**src/rtl/huff_bit_packer.sv**
```systemverilog
// huff_bit_packer: prefix-code bit packer.
// A code table (char / value / mask per entry) is captured in IDLE by tbl_load. Accepted symbols
// are looked up and their code bits are appended MSB first to a bit buffer. Full OUT_W-bit words
// leave on the out_* stream. After the in_last beat the residue is flushed as a final
// left-aligned, zero-padded word.
//
// Ports:
//   clk, reset                 rising-edge clock, synchronous active-low reset
//   tbl_load                   one-cycle table capture strobe (honoured in IDLE only)
//   tbl_char/value/mask        packed tables; entry i at [(NUM_SYM-1-i)*W +: W]
//   in_valid/ready/last/sym    symbol input stream
//   out_valid/ready/data/last  packed word output stream
//   out_pad                    zero pad bits in the out_last word
//   err_miss                   sticky "symbol not in table" flag
//   busy                       state is not IDLE
module huff_bit_packer #(
    parameter int unsigned NUM_SYM = 5,
    parameter int unsigned CHAR_W  = 7,
    parameter int unsigned CODE_W  = 5,
    parameter int unsigned OUT_W   = 8
) (
    input  logic                      clk,
    input  logic                      reset,
    input  logic                      tbl_load,
    input  logic [NUM_SYM*CHAR_W-1:0] tbl_char,
    input  logic [NUM_SYM*CODE_W-1:0] tbl_value,
    input  logic [NUM_SYM*CODE_W-1:0] tbl_mask,
    input  logic                      in_valid,
    output logic                      in_ready,
    input  logic                      in_last,
    input  logic [CHAR_W-1:0]         in_sym,
    output logic                      out_valid,
    input  logic                      out_ready,
    output logic [OUT_W-1:0]          out_data,
    output logic                      out_last,
    output logic [3:0]                out_pad,
    output logic                      err_miss,
    output logic                      busy
);

    localparam int unsigned BUF_W = OUT_W + CODE_W - 1;
    localparam int unsigned CNT_W = $clog2(BUF_W + 1);
    localparam logic [CNT_W-1:0] OUT_W_C = CNT_W'(OUT_W);
    localparam logic [CNT_W-1:0] BUF_W_C = CNT_W'(BUF_W);

    typedef enum logic [1:0] {StIdle, StRun, StFlush, StDone} state_e;

    state_e                    state_q, state_d;
    logic [BUF_W-1:0]          buf_q, buf_d;      // oldest bit at MSB, unused bits kept zero
    logic [CNT_W-1:0]          cnt_q, cnt_d;
    logic [NUM_SYM*CHAR_W-1:0] char_q, char_d;
    logic [NUM_SYM*CODE_W-1:0] value_q, value_d;
    logic [NUM_SYM*CODE_W-1:0] mask_q, mask_d;
    logic                      err_q, err_d;
    logic                      out_valid_q, out_valid_d;
    logic [OUT_W-1:0]          out_data_q, out_data_d;
    logic                      out_last_q, out_last_d;
    logic [3:0]                out_pad_q, out_pad_d;

    logic                      hit;
    logic [CODE_W-1:0]         code;
    logic [CODE_W-1:0]         sel_mask;
    logic [CNT_W-1:0]          len;
    logic                      fire_in, fire_out;

    // Table lookup. Slice i*W holds entry NUM_SYM-1-i, so walking i upward visits entries from
    // the highest index down and the last match written is the lowest-index match.
    always_comb begin
        hit      = 1'b0;
        code     = '0;
        sel_mask = '0;
        len      = '0;
        for (int unsigned i = 0; i < NUM_SYM; i++) begin
            if (mask_q[i*CODE_W +: CODE_W] != '0 && char_q[i*CHAR_W +: CHAR_W] == in_sym) begin
                hit      = 1'b1;
                sel_mask = mask_q[i*CODE_W +: CODE_W];
                code     = value_q[i*CODE_W +: CODE_W] & mask_q[i*CODE_W +: CODE_W];
            end
        end
        for (int unsigned b = 0; b < CODE_W; b++) begin
            len = len + CNT_W'(sel_mask[b]);
        end
    end

    assign in_ready = (state_q == StRun) && (cnt_q < OUT_W_C);
    assign busy     = (state_q != StIdle);
    assign fire_in  = in_valid && in_ready;
    assign fire_out = out_valid_q && out_ready;

    always_comb begin
        state_d     = state_q;
        buf_d       = buf_q;
        cnt_d       = cnt_q;
        char_d      = char_q;
        value_d     = value_q;
        mask_d      = mask_q;
        err_d       = err_q;
        out_valid_d = 1'b0;
        out_data_d  = '0;
        out_last_d  = 1'b0;
        out_pad_d   = '0;

        unique case (state_q)
            StIdle: begin
                if (tbl_load) begin
                    char_d  = tbl_char;
                    value_d = tbl_value;
                    mask_d  = tbl_mask;
                    err_d   = 1'b0;
                    buf_d   = '0;
                    cnt_d   = '0;
                    state_d = StRun;
                end
            end
            StRun: begin
                // Word removal happens before the append so a same-cycle accept lands correctly.
                if (fire_out) begin
                    buf_d = buf_q << OUT_W;
                    cnt_d = cnt_q - OUT_W_C;
                end
                if (fire_in) begin
                    if (hit) begin
                        buf_d = buf_d | (BUF_W'(code) << (BUF_W_C - cnt_d - len));
                        cnt_d = cnt_d + len;
                    end else begin
                        err_d = 1'b1;
                    end
                    if (in_last) begin
                        state_d = StFlush;
                    end
                end
            end
            StFlush: begin
                if (fire_out) begin
                    if (out_last_q) begin
                        buf_d   = '0;
                        cnt_d   = '0;
                        state_d = StDone;
                    end else begin
                        buf_d = buf_q << OUT_W;
                        cnt_d = cnt_q - OUT_W_C;
                    end
                end
            end
            StDone: begin
                state_d = StIdle;
            end
            default: state_d = StIdle;
        endcase

        // Output word registers follow the next buffer state, so they hold steady under stall.
        if (state_d == StRun && cnt_d >= OUT_W_C) begin
            out_valid_d = 1'b1;
            out_data_d  = buf_d[BUF_W-1 -: OUT_W];
        end else if (state_d == StFlush) begin
            // In FLUSH a word is always pending; an empty buffer yields one all-zero last word.
            out_valid_d = 1'b1;
            out_data_d  = buf_d[BUF_W-1 -: OUT_W];
            out_last_d  = (cnt_d <= OUT_W_C);
            if (cnt_d != '0 && cnt_d < OUT_W_C) begin
                out_pad_d = 4'(OUT_W_C - cnt_d);
            end
        end
    end

    always_ff @(posedge clk) begin
        if (!reset) begin
            state_q     <= StIdle;
            buf_q       <= '0;
            cnt_q       <= '0;
            char_q      <= '0;
            value_q     <= '0;
            mask_q      <= '0;
            err_q       <= 1'b0;
            out_valid_q <= 1'b0;
            out_data_q  <= '0;
            out_last_q  <= 1'b0;
            out_pad_q   <= '0;
        end else begin
            state_q     <= state_d;
            buf_q       <= buf_d;
            cnt_q       <= cnt_d;
            char_q      <= char_d;
            value_q     <= value_d;
            mask_q      <= mask_d;
            err_q       <= err_d;
            out_valid_q <= out_valid_d;
            out_data_q  <= out_data_d;
            out_last_q  <= out_last_d;
            out_pad_q   <= out_pad_d;
        end
    end

    assign out_valid = out_valid_q;
    assign out_data  = out_data_q;
    assign out_last  = out_last_q;
    assign out_pad   = out_pad_q;
    assign err_miss  = err_q;

endmodule

```
**config.mk**
```make
export PLATFORM = sky130hd
export DESIGN_NAME = huff_bit_packer
export DESIGN_NICKNAME = d
export VERILOG_FILES = /design/src/rtl/huff_bit_packer.sv
export SDC_FILE = /design/constraint.sdc
export NUM_CORES = 1
export LEC_CHECK = 0
export CORE_MARGIN = 1.5
export CORE_UTILIZATION = 52
export CTS_BUF_LIST = sky130_fd_sc_hd__clkbuf_4 sky130_fd_sc_hd__clkbuf_8 sky130_fd_sc_hd__clkbuf_16
export DETAILED_ROUTE_END_ITERATION = 7
export GPL_ROUTABILITY_DRIVEN = 0
export PLACE_DENSITY = 0.79
export SLEW_MARGIN = 5
export SYNTH_ARGS = -nofsm -noshare
export SYNTH_HDL_FRONTEND = slang
export SYNTH_SLANG_ARGS = --single-unit
```
**constraint.sdc**
```tcl
create_clock -name clk -period 7.7 [get_ports clk]
set_input_delay 1.54 -clock clk [delete_from_list [all_inputs] [get_ports clk]]
set_output_delay 1.54 -clock clk [all_outputs]
set_load 0.1 [all_outputs]
```
After elaboration in Yosys (flattened, before gate mapping)
Index checks and enable logic that the tools add are counted.
- add/sub/neg operators: 9
- magnitude comparators: 4
- equality and inequality tests: 14
- shifts and indexed selects: 1
- mux-type cells: 45
- bitwise gates (word level): 9
- reduce and logical (&&, ||, !) cells: 25
- operators with widths (cell ; number):
    $mux 12 ; 7
    $mux 5 ; 10
    $pmux 12 s3 ; 1
    $eq 7x7->1 ; 5
    $mux 4 ; 7
    $and 5x5->5 ; 5
    $reduce_bool 5->1 ; 5
    $mux 8 ; 2
    $or 12x12->12 ; 1
    $pmux 4 s3 ; 1
    $shl 5x4->12 ; 1
    $logic_and 1x1->1 ; 10
    $mux 1 ; 10
    $mux 2 ; 5
    $lt 4x4->1 const B ; 2
    $ne 2x2->1 const B ; 4
    $pmux 2 s4 ; 1
    $sub 4x4->4 const A ; 2
    $eq 2x2->1 const B ; 3
    $add 3x1->4 ; 1
    $add 4x1->4 ; 1
    $add 4x4->4 ; 1
    $eq 2x1->1 const B ; 2
    $ge 4x4->1 const B ; 1
    16 further kinds ; 19
- flip-flop bits (word level): 118
- bits of input ports: 98
- output and inout bits: 17
- word-level logic and storage cells: 119

Longest topological paths before layout
- word-level depth: 19
- depth in mapped cells: 27
- depth with buffers taken out: 26

Worst setup path before layout
OpenSTA, ideal clock, no wires.
- path kind: input-to-reg
- start point: in in_sym[1]
- end point: reg buf_q[4]
- library setup time: 123 ps
- arrival time: 6418 ps
- required time: 7577 ps
- path slack: 1159 ps
- cell stages on the path: 27
- path buffers: 2
- cells stage by stage: buf_4 -> xnor2_4 -> nand4_4 -> or3_1 -> buf_6 -> and3_1 -> a211oi_1 -> nor3_1 -> a21oi_1 -> o21ai_0 -> fa_1 -> inv_1 -> fa_1 -> inv_1 -> ha_1 -> ha_1 -> inv_1 -> ha_1 -> inv_1 -> fa_1 -> xnor2_1 -> xnor2_1 -> xnor2_1 -> nor2b_1 -> and2_1 -> a221oi_2 -> nor2b_1
- longest elaborated chain between the ends: 17
- elaborated cells on any way between the ends: 35
- classes of those cells: 5 x add/sub; 5 x eq/ne; 1 x shift; 18 x mux; 1 x bitwise; 5 x reduce/logical
- ends and longest elaborated chain (element ; line ; RTL):
    start: declaration ; 31 ; input logic [CHAR_W-1:0] in_sym,
    $eq 7x7->1 ; 74 ; if (mask_q[i*CODE_W +: CODE_W] != '0 && char_q[i*CHAR_W +: CHAR_W] == in_sym) begin
    $logic_and 1x1->1 ; 74 ;
    $mux 5 (5 in series) ; 74 ;
    $add 1x1->2 ; 81 ; len = len + CNT_W'(sel_mask[b]);
    $add 2x1->3 ; 81 ;
    $add 3x1->4 ; 81 ;
    $add 4x1->4 ; 81 ;
    $sub 4x4->4 ; 123 ; buf_d = buf_d | (BUF_W'(code) << (BUF_W_C - cnt_d - len));
    $shl 5x4->12 ; 123 ;
    $or 12x12->12 ; 123 ;
    $mux 12 (*) ; 122 ; if (hit) begin
    $mux 12 (*) ; 121 ; if (fire_in) begin
    $pmux 12 s3 (*) ; 103 ; unique case (state_q)
    end signal: assignment ; 181 ; buf_q <= buf_d;
    end: declaration ; 49 ; logic [BUF_W-1:0] buf_q, buf_d;
Mark *: on every way between the ends. The rest lies on a longest branch, timed or not.
A chain may end at the register's enable or synchronous reset.

Worst setup path in the final report
- start point: in in_sym[3]
- end point: reg out_data_q[5] (netlist: out_data[5])
- longest elaborated chain between the ends: 19
- elaborated cells on any way between the ends: 43
- classes of those cells: 6 x add/sub; 1 x order compare; 5 x eq/ne; 1 x shift; 23 x mux; 1 x bitwise; 6 x reduce/logical
- ends and longest elaborated chain (element ; line ; RTL):
    $eq 7x7->1 ; 74 ;
    $logic_and 1x1->1 ; 74 ;
    $mux 5 (5 in series) ; 74 ;
    $add 1x1->2 ; 81 ;
    $add 2x1->3 ; 81 ;
    $add 3x1->4 ; 81 ;
    $add 4x1->4 ; 81 ;
    $sub 4x4->4 ; 123 ;
    $shl 5x4->12 ; 123 ;
    $or 12x12->12 ; 123 ;
    $mux 12 ; 122 ;
    $mux 12 ; 121 ;
    $pmux 12 s3 ; 103 ;
    $mux 8 ; 155 ; end else if (state_d == StFlush) begin
    $mux 8 (*) ; 152 ; if (state_d == StRun && cnt_d >= OUT_W_C) begin
    end signal: assignment ; 188 ; out_data_q <= out_data_d;
    end: declaration ; 56 ; logic [OUT_W-1:0] out_data_q, out_data_d;
Marked as above.

==> results by stage <==
Worst hold path:
- For hold timing, the worst endpoint is value_q[8].
- The path class of the lowest-slack min-delay path is reg -> reg.
- The startpoint of the lowest-slack hold path is value_q[8].
- The worst hold path passes through 2 cells.

Detailed routing:
- The total wire length after detailed routing is 16100 um.
- The average routed wire per standard cell is 16.1 um.
- The initial detailed-routing violation count is 452.
- The count of nets left with antenna violations after detail routing is 0.
- The overall via count from detail_route is 5640.
- In the routed design, unresolved DRC markers number 0.
- The detailed-route vias per instance is 5.63.
- The pre-antenna-repair detailed-routing pass consisted of 4 iterations.

Critical path:
- The critical path data required time is 8.03 ns.
- For the worst setup path, the data arrival time is 7.55 ns.
- The highest-delay cell along the critical path is sky130_fd_sc_hd__clkdlybuf4s50_1.
- The largest single stage delay on the critical path is 0.71 ns.
- The maximum fanout along the worst path is 7.
- The startpoint identified for the worst register-to-register timing path is char_q[10].
- Setup slack on the worst reg-to-reg path comes out at 1.88 ns.
- The family of cells with the greatest summed delay on the critical path is adder cells.
- In this run the critical register-to-register path is captured at out_data[5].
- The kind of launch point of the worst setup path is an input pin.
- The critical path class is in -> reg.
- The sort of element at the end of the critical path is a register.
- Among the stages of the critical path, the cell type that occurs most often is sky130_fd_sc_hd__inv_1.
- The buffer and inverter count on the worst path is 5.
- The count of cells along the worst register-to-register path is 25.

GRT:
- The via count of the first global-routing pass is 5699.
- The global-route wire length before repair is 27000 um.
- The number of antenna violations at the first check in global routing is 0.
- For this run the aggregate overflow at the end of global routing stands at 0.
- The overall fraction of global-route tracks in use is 26.5%.
- Entering global routing, the biggest net connects 106 pins.

Run:
- The number of maximum-capacitance violations is 0.

STA:
- The final number of max-transition violations is 0.
- Setup repair after global routing left no endpoint under its margin.
- Setup slack on the critical path of the routed design comes to 0.480 ns.
- The maximum clock skew at final layout is 0.00622 ns.
- Measured against its own limit, the worst slew margin works out to 35.5%.
- The final critical path time including I/O delays and setup is 7.22 ns.
- The number of failing hold endpoints at the final stage is 0.
- The number of failing setup endpoints in the final timing report is 0.
- The transition time of the tightest slew-check pin is 0.965 ns.
- For the final routed database, the setup TNS stands at 0 ns.
- The post-route fraction of the period consumed by the critical path is 93.8%.
- The highest attainable clock frequency is 0.138 GHz.

Floorplanning:
- In this run the core area contains 39 standard-cell rows.
- The floorplan step defined a die boundary enclosing 0.0128 mm^2.
- The floorplan core area is 0.0116 mm^2.
- In this run the horizontal extent of the chip is 113 um.
- Measured along the y axis, the die boundary spans 113 um.
- The starting density of the core is 54.1%.
- The number of placed I/O pins is 115.

Yosys:
- For this run, the number of Yosys warnings is 0.
- The parity-gate share of the synthesized area counting xor and xnor cells is 6.99%.
- The simple-gate share of the synthesized area is 24.9%.
- Summing the areas of all fa, ha and maj instances in the mapped netlist gives 3.07% of the synthesized area.
- Sequential elements use 37.6% of the synthesized area.
- The portion of synthesized area spent on multiplexers is 1.35%.
- The cell count after synthesis is 753.
- The number of nets in the synthesized netlist is 864.
- The cell area after synthesis is 0.00629 mm^2.
- The mean instance size in the synthesized netlist is 8.35 um^2.
- The combinational family with the most area after synthesis is simple AND/OR/NAND/NOR gates.
- The number of register bits inferred by synthesis is 118.
- In this run, synthesis inferred 0 flip-flops with an integrated enable.
- The fraction of registers with async set or reset after synthesis is 0%.
- After synthesis, the cell types taking the most area are sky130_fd_sc_hd__dfxtp_1 (38%), sky130_fd_sc_hd__nand2_1 (13%), sky130_fd_sc_hd__a21boi_0 (10%).
- The share of the synthesized area in the top cell type is 37.6%.
- Synthesis instantiated 68 different standard cells from the library.
- The most area-hungry cell type in the Yosys netlist is sky130_fd_sc_hd__dfxtp_1.
- The most common flop cell mapped by yosys is sky130_fd_sc_hd__dfxtp_1.
- The synthesized netlist devotes 21.3% of its cell area to compound gates.

Finish:
- The share of final-layout standard cells stronger than drive strength 1 is 9.31%.
- From synthesis to final layout, the design area changed by 28.1%.
- The number of fill cells in the layout is 973.
- Registers take 0.00236 mm^2.
- The antenna diode instance count is 0.
- The multi-input combinational cells in the finished layout cover a total of 0.00363 mm^2.
- The final net count is 958.

CTS:
- In this run, post-CTS hold repair placed 0 buffers.
- The root buffer cell is sky130_fd_sc_hd__clkbuf_16.
- The clock latency of the later-clocked register in the worst-skew pair is 0.41 ns.
- The clock passes through at most 2 buffers.
- The number of cells upsized or downsized after cts is 0.
- The number of buffers inserted by post-CTS setup repair is 0.
- In this run, CTS created clock tree buffers numbering 17.
- The number of sinks driven by the clock tree is 118.
- The clock slew seen by the registers of the worst setup and hold paths is 0.05 ns.
- The H-tree generated during clock tree synthesis spans 4 levels.
- The CTS tree is built.

Pwr:
- Across the VDD grid, the largest voltage drop is 0.132 mV.
- The leakage power of the design is 3.00 nW.
- Dividing total power by cell area gives a power density of 216 mW/mm^2.

Placed design:
- At the placement stage, the worst setup path has a slack of 0.174 ns.
- In this run the tool buffered the top-level ports with 114 buffer cells.
- After legalization and detailed placement, the total HPWL measured 11500 um.

Run status:
- The flow ran to the end, and the final reports show no timing, DRC or antenna violations.
[sequential cells by signal, summed over array words and instances (netlist names)]
name and count:
state_q 2, out_pad 4, out_valid 1, value_q 25, buf_q 12, char_q 35, mask_q 25, cnt_q 4
out_data 8, err_miss 1, out_last 1
[how the worst max path moves through the flow]
stage,cells after the start,to,from,slack [ns]
6_report,26,out_data[5],in_sym[3],0.48
3_3_place_gp,26,out_data[5],in_sym[2],0.37
4_1_cts,26,out_data[5],in_sym[2],0.49
2_1_floorplan,27,buf_q[4],in_sym[1],1.16
3_5_place_dp,26,out_data[5],in_sym[2],0.17
5_1_grt,26,out_data[5],in_sym[0],0.07
[power by group]
part	leakage [nW]	total, mW	switching [mW]	internal, mW
Clock	0.309	0.835	0.275	0.561
Sequential	0.964	0.675	0.0311	0.644
Combinational	1.73	0.230	0.122	0.108
Total	3.00	1.74	0.428	1.31
[placed cells by master, fill, tap and decap left out, types with 10 or more instances in the layout]
master	n
sky130_fd_sc_hd__a21boi_0	86
sky130_fd_sc_hd__a21oi_1	21
sky130_fd_sc_hd__and2_1	13
sky130_fd_sc_hd__buf_4	11
sky130_fd_sc_hd__clkbuf_16	17
sky130_fd_sc_hd__clkdlybuf4s50_1	113
sky130_fd_sc_hd__dfxtp_1	118
sky130_fd_sc_hd__inv_1	10
sky130_fd_sc_hd__nand2_1	215
sky130_fd_sc_hd__nand3_1	20
sky130_fd_sc_hd__nor2_1	21
sky130_fd_sc_hd__nor2b_1	16
sky130_fd_sc_hd__nor3_1	16
sky130_fd_sc_hd__o21ai_0	11
sky130_fd_sc_hd__xnor2_1	26
[logic make-up after synthesis]
kind of cell | Yosys count
compound gates | 174
fa+ha+maj | 13
mux | 7
xor+xnor | 39
buf+inv | 61
simple gates | 341
flops | 118
[worst reg2reg max path: cells and delay by family (launching register included)]
kind                     cells  cell delay, ns
flip-flops                   1            0.45
buffers and inverters        4            0.25
adder cells (fa/ha/maj)      6            2.05
AO/OA/AOI/OAI                4            0.66
XOR/XNOR                     4            0.62
AND/OR/NAND/NOR              7            1.71
[stage by stage]
stage | util, % | total power, mW | area [um^2] | std cells | hold WS, ns
2_1_floorplan | - | 0.825 | 6290 | 753 | 0.439
3_3_place_gp | 64.0 | 0.909 | 7430 | 971 | 0.458
3_5_place_dp | 64.0 | 0.916 | 7430 | 971 | 0.461
4_1_cts | 69.4 | 1.75 | 8060 | 1002 | 0.468
5_1_grt | 69.4 | 1.80 | 8060 | 1002 | 0.491
6_report | 69.4 | 1.74 | 8060 | 1002 | 0.463
[Yosys cell counts, types with 5 or more instances]
library cell	count
sky130_fd_sc_hd__ha_1	9
sky130_fd_sc_hd__dfxtp_1	118
sky130_fd_sc_hd__xnor2_1	26
sky130_fd_sc_hd__and3_1	5
sky130_fd_sc_hd__o21ai_0	11
sky130_fd_sc_hd__buf_6	8
sky130_fd_sc_hd__inv_1	10
sky130_fd_sc_hd__a21oi_1	21
sky130_fd_sc_hd__xor2_1	6
sky130_fd_sc_hd__a22oi_1	5
sky130_fd_sc_hd__nor3_1	17
sky130_fd_sc_hd__nor2_1	21
sky130_fd_sc_hd__nand3_1	20
sky130_fd_sc_hd__clkbuf_1	33
sky130_fd_sc_hd__nor2b_1	16
sky130_fd_sc_hd__nand2b_1	6
sky130_fd_sc_hd__a21boi_0	86
sky130_fd_sc_hd__and2_1	13
sky130_fd_sc_hd__nand2_1	216
[layer usage]
layer	share of wire, %	wire length, um	global-route usage (%)
met5	0	0	0
met4	2.2	355	10.4
met3	6.1	985	5.52
met2	49	7890	45.1
met1	43	6920	33.1
[cell type report]
cell class | instances | area share (%)
clock buffer | 21 | 5.81
clock inverter | 10 | 1.89
inverter | 11 | 0.513
multi-input combinational | 574 | 45.1
sequential | 118 | 29.3
tap | 143 | 2.22
timing repair buffer | 125 | 15.1
Power figures use the tool's default switching activity.
